===== src/rtl/axis_arb_pkg.sv =====
// Shared types for the two-port AXI-Stream round-robin arbiter.
// Latency: n/a (types and constants only).
// Backpressure: n/a.
package axis_arb_pkg;

  // Number of arbitrated input ports
  localparam int NUM_PORTS = 2;

  // Arbiter FSM: IDLE spends one cycle choosing a port, BUSY streams the packet
  typedef enum logic {
    IDLE = 1'b0,
    BUSY = 1'b1
  } arb_state_t;

  // Turns a port index into the one-hot grant vector
  function automatic logic [NUM_PORTS-1:0] idx_to_onehot(input logic idx);
    return idx ? 2'b10 : 2'b01;
  endfunction

endpackage


===== src/rtl/axis_out_stage.sv =====
// One-deep registered AXI-Stream output slice (data, valid, last).
// Latency: an accepted beat appears on out_* one clock later.
// Backpressure: in_ready = ~out_valid | out_ready, so a held beat stalls input while a draining beat allows a same-cycle refill.
module axis_out_stage #(
  parameter int DATA_W = 8
) (
  input  logic              clk,
  input  logic              rst,
  input  logic              in_valid,
  output logic              in_ready,
  input  logic [DATA_W-1:0] in_data,
  input  logic              in_last,
  output logic              out_valid,
  input  logic              out_ready,
  output logic [DATA_W-1:0] out_data,
  output logic              out_last
);

  // Slot can take a new beat when empty or when its current beat leaves now
  assign in_ready = ~out_valid | out_ready;

  // Load on input handshake, otherwise drop valid once the downstream takes the beat
  always_ff @(posedge clk) begin
    if (rst) begin
      out_valid <= 1'b0;
      out_data  <= '0;
      out_last  <= 1'b0;
    end else if (in_valid && in_ready) begin
      out_valid <= 1'b1;
      out_data  <= in_data;
      out_last  <= in_last;
    end else if (out_ready) begin
      out_valid <= 1'b0;
    end
  end

endmodule


===== src/rtl/axis_rr_arb2.sv =====
// Two-port packet-locked round-robin AXI-Stream arbiter with per-port packet counters.
// Latency: one arbitration cycle before a packet's first beat, then one cycle through the output register.
// Backpressure: only the granted port sees ready, equal to the output slot's ready; the other port is held off.
module axis_rr_arb2
  import axis_arb_pkg::*;
#(
  parameter int DATA_W = 8,
  parameter int CNT_W  = 8
) (
  input  logic              clk,
  input  logic              rst,
  input  logic [DATA_W-1:0] s0_tdata_in,
  input  logic              s0_tvalid_in,
  input  logic              s0_last_in,
  output logic              s0_tready_out,
  input  logic [DATA_W-1:0] s1_tdata_in,
  input  logic              s1_tvalid_in,
  input  logic              s1_last_in,
  output logic              s1_tready_out,
  output logic [DATA_W-1:0] m_tdata_out,
  output logic              m_tvalid_out,
  output logic              m_last_out,
  input  logic              m_tready_in,
  output logic [1:0]        grant_out,
  output logic [CNT_W-1:0]  pkt_cnt0_out,
  output logic [CNT_W-1:0]  pkt_cnt1_out
);

  arb_state_t        state;
  logic              grant_idx;   // port owning the current packet
  logic              rr_ptr;      // port favoured on the next tie
  logic              pick_idx;
  logic              sel_valid;
  logic              sel_last;
  logic [DATA_W-1:0] sel_data;
  logic              os_in_valid;
  logic              os_in_ready;
  logic              xfer;

  // Tie goes to the pointer; a lone requester wins outright
  always_comb begin
    pick_idx = 1'b0;
    if (s0_tvalid_in && s1_tvalid_in) begin
      pick_idx = rr_ptr;
    end else if (s1_tvalid_in) begin
      pick_idx = 1'b1;
    end
  end

  // Route the granted port's beat toward the output slot
  always_comb begin
    sel_valid = s0_tvalid_in;
    sel_last  = s0_last_in;
    sel_data  = s0_tdata_in;
    if (grant_idx) begin
      sel_valid = s1_tvalid_in;
      sel_last  = s1_last_in;
      sel_data  = s1_tdata_in;
    end
  end

  assign os_in_valid   = (state == BUSY) && sel_valid;
  assign xfer          = os_in_valid && os_in_ready;
  assign s0_tready_out = (state == BUSY) && !grant_idx && os_in_ready;
  assign s1_tready_out = (state == BUSY) &&  grant_idx && os_in_ready;

  // Arbitration FSM: choose a port in IDLE, hold it until its last beat moves
  always_ff @(posedge clk) begin
    if (rst) begin
      state        <= IDLE;
      grant_idx    <= 1'b0;
      rr_ptr       <= 1'b0;
      grant_out    <= 2'b00;
      pkt_cnt0_out <= '0;
      pkt_cnt1_out <= '0;
    end else begin
      case (state)
        IDLE: begin
          if (s0_tvalid_in || s1_tvalid_in) begin
            state     <= BUSY;
            grant_idx <= pick_idx;
            grant_out <= idx_to_onehot(pick_idx);
          end
        end
        BUSY: begin
          if (xfer && sel_last) begin
            state     <= IDLE;
            rr_ptr    <= ~grant_idx;
            grant_out <= 2'b00;
            if (grant_idx) begin
              pkt_cnt1_out <= pkt_cnt1_out + CNT_W'(1);
            end else begin
              pkt_cnt0_out <= pkt_cnt0_out + CNT_W'(1);
            end
          end
        end
        default: begin
          state     <= IDLE;
          grant_out <= 2'b00;
        end
      endcase
    end
  end

  axis_out_stage #(
    .DATA_W(DATA_W)
  ) u_out_stage (
    .clk      (clk),
    .rst      (rst),
    .in_valid (os_in_valid),
    .in_ready (os_in_ready),
    .in_data  (sel_data),
    .in_last  (sel_last),
    .out_valid(m_tvalid_out),
    .out_ready(m_tready_in),
    .out_data (m_tdata_out),
    .out_last (m_last_out)
  );

endmodule


===== config.mk =====
export PLATFORM = sky130hd
export DESIGN_NAME = axis_rr_arb2
export DESIGN_NICKNAME = d
export VERILOG_FILES = /design/src/rtl/axis_arb_pkg.sv /design/src/rtl/axis_out_stage.sv /design/src/rtl/axis_rr_arb2.sv
export SDC_FILE = /design/constraint.sdc
export NUM_CORES = 1
export LEC_CHECK = 0
export ABC_AREA = 1
export CORE_MARGIN = 2
export CORE_UTILIZATION = 40
export DETAILED_ROUTE_END_ITERATION = 6
export MAX_ROUTING_LAYER = met4
export PLACE_DENSITY_LB_ADDON = 0.25
export REMOVE_ABC_BUFFERS = 1
export SYNTH_ARGS = -nofsm -noshare
export SYNTH_HDL_FRONTEND = slang
export SYNTH_SLANG_ARGS = --single-unit

===== constraint.sdc =====
create_clock -name clk -period 3.2 [get_ports clk]
set_clock_uncertainty 0.1 [all_clocks]
set_input_delay 0.48 -clock clk [delete_from_list [all_inputs] [get_ports clk]]
set_output_delay 0.48 -clock clk [all_outputs]
set_load 0.1 [all_outputs]

==> results of run 1 <==
-- path summary, 6_finish.rpt --
kind | cells after the start | slack (ns) | endpoint
max reg2reg | 6 | 1.40 | pkt_cnt1_out[2]$_SDFFE_PP0P_
max | 4 | 1.12 | s0_tready_out
min | 2 | 0.36 | u_out_stage.out_last$_SDFFE_PP0P_
min reg2reg | 2 | 0.36 | u_out_stage.out_last$_SDFFE_PP0P_
-- through the flow --
step | utilization | power, mW | instance area (um2)
6_report | 0.573 | 0.938 | 2070
5_1_grt | 0.573 | 0.971 | 2070
4_1_cts | 0.573 | 0.946 | 2070
3_5_place_dp | 0.550 | 0.654 | 1980
3_3_place_gp | 0.550 | 0.652 | 1980
2_1_floorplan | - | 0.583 | 1460
-- cell families after synthesis --
logic type                 synth area share
and+or+nand+nor                       0.369
DFF                                   0.418
AOI/OAI and AO/OA                     0.105
buffers and inverters                0.0674
xor gates and xnor gates             0.0236
adders and majority gates            0.0168
-- sequential cells by signal (all words and copies together) (netlist names), 2 cells and up --
register              flops
u_out_stage.out_data      8
pkt_cnt0_out              8
pkt_cnt1_out              8
grant_out                 2
-- area by class of cell --
class                           instances  area, um2
Timing Repair Buffer                   54        460
Sequential cell                        31        621
Clock buffer                            7       76.3
Fill cell                             363       1540
Tap cell                               48       60.1
Clock inverter                          1       5.00
Inverter                               21       78.8
Multi-Input combinational cell        170        764
-- layer usage --
| layer | part of all wire | up-vias | routed length [um] | global-route usage |
|---|---|---|---|---|
| met3 | 0.076 | 9 | 271 | 0.0451 |
| met5 | 0 | - | 0 | - |
| met1 | 0.44 | 676 | 1580 | 0.205 |
| met4 | 0.021 | 0 | 74 | 0.0798 |
| met2 | 0.46 | 47 | 1630 | 0.293 |
| li1 | - | 829 | - | - |
-- where the power goes --
part | internal, mW | switching (mW) | total, mW
clock network | 0.152 | 0.142 | 0.294
logic | 0.0638 | 0.168 | 0.232
registers | 0.402 | 0.00953 | 0.412
total | 0.619 | 0.319 | 0.938
-- worst reg2reg max path, stage by stage, from the launching register on --
cell	delay (ns)
dfxtp_1	0.31
inv_1	0.30
nand3_1	0.15
nand2_2	0.14
nand4_1	0.34
o21ai_0	0.29
nor2_1	0.07
-- placed cells by master, fill, tap and decap left out, drive strengths merged --
cell	Yosys	final
buf	2	32
xor2	2	2
clkbuf	3	7
a21oi	14	14
nor2	44	44
ha	2	2
clkinv	0	1
dfxtp	31	31
clkdlybuf4s50	0	22
nand3b	1	1
o311ai	1	1
nand4	3	3
nor3	1	1
xnor2	2	2
o211ai	1	1
nand3	10	10
inv	21	21
o21ai	14	14
nand2	75	75
==> results.md, run 1 <==
* Antenna Nets Post-Route at 0
* Setup Buffers After CTS at 0
* Crit-path cells: clkdlybuf4s50_1 > nor2_1 > nor3_1 > buf_4
* CTS sink cnt at 31
* HP Class: register to register
* I/O Pins at 53
* Die W at 64.9 um
* Die ar. at 4220 um2
* Synth cell count leaders: nand2_1, nor2_1, dfxtp_1
* Area grow syn2layout at 39.1%
* RSZ-0062 raised after global routing: false
* Critical path buffers and inverters at 2
* Starting Density at 0.412
* FP Rows at 22
* Cell accounting for the most synthesized area: dfxtp_1
* Worst Max-Slew Pin Slew at 0.470 ns
* PnR worst setup slack at between 1 and 1.5 ns
* # DRC at 0
* Share of the synthesized area in the top cell type at 0.418
* Slowest cell on crit path: clkdlybuf4s50_1
* Share of layout cells above drive strength 1 at 0.148
* Total global-route track usage at 0.178
* Setup WS pre-CTS at 1.01 ns
* Post_cts resized at 0
* Mapped cell area at 1490 um2
* Worst VDD drop at between 0.0002 and 0.00025 V
* Clk root buf: clkbuf_8
* Worst-skew pair later-pin latency at about 0.28 ns
* Worst endpoint required time at ~2.6 ns
* Pwr/cell area at 454 nW/um2
* Routed len/inst at 10.7 um
* Crit path kind: input pin to output pin
* Number of cells after detailed placement at 324
* Fraction of registers with async set/reset at 0
* GR Overflow Total at 0
* CTS H-tree lvls at 2
* Chip Height at 64.9 um
* Initial antenna violation count at 0
* Largest net degree at the start of global routing at 18
* Final Hold Viols at 0
* CTS Hold Bufs at 0
* Final WL at approximately 3.6 mm
* Synth area leaders: dfxtp_1, nand2_1, nor2_1
* Max-Cap Viols at 0
* Status: finished clean
* Worst-path clk slew at 0.06 ns
* Leakage at slightly above 0.9 nW
* FMAX at 480 MHz
* Yosys cell types at 20
* 1st-iter DRT viols at 35
* Routability cong. at a little under 0.8
* Deepest clock path buffer count at 2
* Inserted Diodes at 0
* Setup crit end kind: output pin
* DRT Pass-1 Iters at 4
* Via density at 4.70
* NumNets Final at 308
* Post-synth EDFFs at 0
* CP startpoint kind: input pin
* Most used DFF post-synth: dfxtp_1
* Tmin final at around 2.1 ns
* Pins over their slew limit at 0
* Average cell area after synthesis at 6.54 um2
* Final setup vio count at 0
* Setup crit start: m_tready_in
* Core area at 3610 um2
* Setup TNS Final at 0 ns
* Post-synthesis register bit count at 31
* Max incr delay on CP at 0.45 ns
* Yosys warns at 0
* Non-Filler Instances at 332
* Number of global-route vias before repair at 1390
* Hold Worst Slack at 0.362 ns
* Detail Placement HPWL at 2.58 mm
* Gate Count Post-Synth at approximately 230
* Sequential area share after synthesis at 0.418
* First-pass GRT wire length at 5.76 mm
* Critical Path AT at ~1.5 ns
* Worst R2R Start: grant_idx$_SDFFE_PP0P_
* Slew headroom at 0.687
* TritonCTS Buffers at 5
* Delay-heaviest family, CP: buffers and inverters
* CTS tree: yes
* Routed vias at roughly 1600
* PortBufs at 52
* Hold Startpoint: u_out_stage.out_last$_SDFFE_PP0P_
* Crit-path max FO at 4
* Period utilization at 0.651
* Top-count cell post-synth: nand2_1
Power figures use the tool's default switching activity.
==> run 2, diff against run 1 <==
Clock period 3.2 ns to 1.9 ns, I/O delays scaled along.
==> results.md, run 2 (same netlist as run 1, synthesis figures left out) <==
* Status: finished clean (unchanged)
* Setup WS pre-CTS at 0.0776 ns (was 1.01 ns)
* Share of layout cells above drive strength 1 at 0.154 (was 0.148)
* Starting Density at 0.412 (unchanged)
* Worst R2R Setup Slack at 0.40 ns (was 1.40 ns)
* FMAX at 570 MHz
* Pins over their slew limit at 0 (unchanged)
* Crit-path max FO at 7 (was 4)
* Setup crit end kind: output pin (unchanged)
* Non-Filler Instances at 333 (was 332)
* Critical Path AT at 1.37 ns (was 1.50 ns)
* GR Overflow Total at 0 (unchanged)
* Final WL at 3.74 mm (was 3.55 mm)
* Number of cells after detailed placement at 327 (was 324)
* CTS tree: yes (unchanged)
* FP Rows at 22 (unchanged)
* Largest net degree at the start of global routing at 18 (unchanged)
* Routability cong. at 0.797 (was 0.784)
* # DRC at 0 (unchanged)
* Sw Share at 0.334 (was 0.341)
* CTS Hold Bufs at 0 (unchanged)
* Inserted Diodes at 0 (unchanged)
* Hold Worst Slack at 0.363 ns (was 0.362 ns)
* Largest registers: pkt_cnt0_out (8), pkt_cnt1_out (8), u_out_stage.out_data (8) (unchanged)
* Setup Buffers After CTS at 0 (unchanged)
* Total global-route track usage at 0.198 (was 0.178)
* Internal Pwr Total at 1.04 mW (was 0.619 mW)
* Most frequent cells in the layout: nand2_1, nor2_1, dfxtp_1 (was nand2_1, nor2_1, buf_4)
* Hold EP: rr_ptr$_SDFFE_PP0P_ (was u_out_stage.out_last$_SDFFE_PP0P_)
* Combinational fraction of design power at 0.259 (was 0.247)
* Number of global-route vias before repair at 1457 (was 1390)
* Clock power frac at 0.296 (was 0.314)
* Commonest non-fill, non-tap cell in the layout: nand2_1 (unchanged)
* CTS H-tree lvls at 2 (unchanged)
* Routed vias at 1610 (was 1561)
* RSZ-0062 raised after global routing: false (unchanged)
* Core area at 3610 um2 (unchanged)
* Hold Startpoint: rr_ptr$_SDFFE_PP0P_ (was u_out_stage.out_last$_SDFFE_PP0P_)
* Slew headroom at 0.687 (about the same)
* TritonCTS Buffers at 5 (unchanged)
* DRT Pass-1 Iters at 4 (unchanged)
* Die ar. at 4220 um2 (unchanged)
* Chip Height at 64.9 um (unchanged)
* Worst Max-Slew Pin Slew at 0.470 ns (about the same)
* 1st-iter DRT viols at 60 (was 35)
* Final setup vio count at 0 (unchanged)
* First-pass GRT wire length at 6.29 mm (was 5.76 mm)
* Final Hold Viols at 0 (unchanged)
* Period utilization at 0.923
* HP Class: register to register (unchanged)
* Die W at 64.9 um (unchanged)
* NumNets Final at 311 (was 308)
* Worst VDD drop at 0.000337 V (was 0.000225 V)
* Detail Placement HPWL at 2.75 mm (was 2.58 mm)
* Worst endpoint required time at 1.51 ns (was 2.62 ns)
* Min-Delay Path Depth at 2 (unchanged)
* PnR worst setup slack at 0.146 ns (was 1.12 ns)
* Tmin final at 1.75 ns
* Worst r2r path cells at 6 (unchanged)
* Max-Cap Viols at 0 (unchanged)
* Via density at 4.83 (was 4.70)
* Clk root buf: clkbuf_8 (unchanged)
* Antenna Nets Post-Route at 0 (unchanged)
* CP startpoint kind: register (was input pin)
* Deepest clock path buffer count at 2 (unchanged)
* I/O Pins at 53 (unchanged)
* Crit path kind: register to output pin (was input pin to output pin)
* Post_cts resized at 0 (unchanged)
* Net Switching at 0.524 mW (was 0.319 mW)
* Initial antenna violation count at 0 (unchanged)
* CTS sink cnt at 31 (unchanged)
* R2r endpoint: pkt_cnt1_out[7]$_SDFFE_PP0P_ (was pkt_cnt1_out[2]$_SDFFE_PP0P_)
* Pwr/cell area at 680 nW/um2 (was 454 nW/um2)
* Worst R2R Start: grant_idx$_SDFFE_PP0P_ (unchanged)
* Area grow syn2layout at 55.2% (was 39.1%)
* Leakage at 0.970 nW (was 0.913 nW)
* PortBufs at 52 (unchanged)
* Worst-path clk slew at 0.06 ns (about the same)
* Worst-skew pair later-pin latency at 0.28 ns (about the same)
* Routed len/inst at 11.2 um (was 10.7 um)
* Flop pwr share at 0.445 (was 0.439)
==> run 2: worst max path at each step <==
stage / slack [ns] / end / depth (start not counted) / start
after global placement: 0.13 / pkt_cnt1_out[4]$_SDFFE_PP0P_ / 8 / m_tready_in
after detailed placement: 0.08 / pkt_cnt1_out[7]$_SDFFE_PP0P_ / 7 / s1_tvalid_in
after global routing: 0.11 / s1_tready_out / 3 / grant_idx$_SDFFE_PP0P_
after CTS: 0.13 / s1_tready_out / 3 / grant_idx$_SDFFE_PP0P_
after floorplan: -1.36 / s0_tready_out / 3 / u_out_stage.out_valid$_SDFFE_PP0P_
final: 0.15 / s1_tready_out / 3 / grant_idx$_SDFFE_PP0P_
==> run 2: worst max-delay path, stage by stage, from the launching register on <==
cell and delay (ns):
dfxtp_1 0.47, nand2_1 0.16, nor2_1 0.24, buf_12 0.21
==> run 2: routing by layer <==
layer  wire, um  GRT usage  vias to the layer above
met4         91      0.106                        0
li1           -          -                      831
met1       1640      0.224                      711
met5          0          -                        -
met3        296     0.0451                        8
met2       1720      0.325                       60
==> run 2: power by group through the flow <==
| stage | Clock, mW | Sequential [mW] | Combinational, mW |
|---|---|---|---|
| after floorplan | 0 | 0.875 | 0.106 |
| after global placement | 0 | 0.711 | 0.406 |
| after detailed placement | 0 | 0.712 | 0.408 |
| after CTS | 0.472 | 0.698 | 0.409 |
| after global routing | 0.496 | 0.701 | 0.431 |
| final | 0.464 | 0.698 | 0.406 |
==> run 2: per-stage QoR <==
step / cell area, um2 / power [mW] / setup TNS, ns / util
2_1_floorplan: 1460 / 0.981 / -3.90 / -
3_3_place_gp: 2230 / 1.12 / 0 / 0.619
3_5_place_dp: 2230 / 1.12 / 0 / 0.619
4_1_cts: 2300 / 1.58 / 0 / 0.639
5_1_grt: 2300 / 1.63 / 0 / 0.639
6_report: 2300 / 1.57 / 0 / 0.639
==> run 2: layout make-up <==
cell class,instances,area [um2]
Multi-Input combinational cell,170,764
Tap cell,48,60.1
Sequential cell,31,621
Clock buffer,6,72.6
Inverter,21,78.8
Fill cell,320,1300
Timing Repair Buffer,57,708
==> run 3, diff against run 2 <==
Settings changed: CAP_MARGIN set to 0.
==> results of run 3 <==
Same layout as run 2: the final DEF is identical, and so are final timing and power.
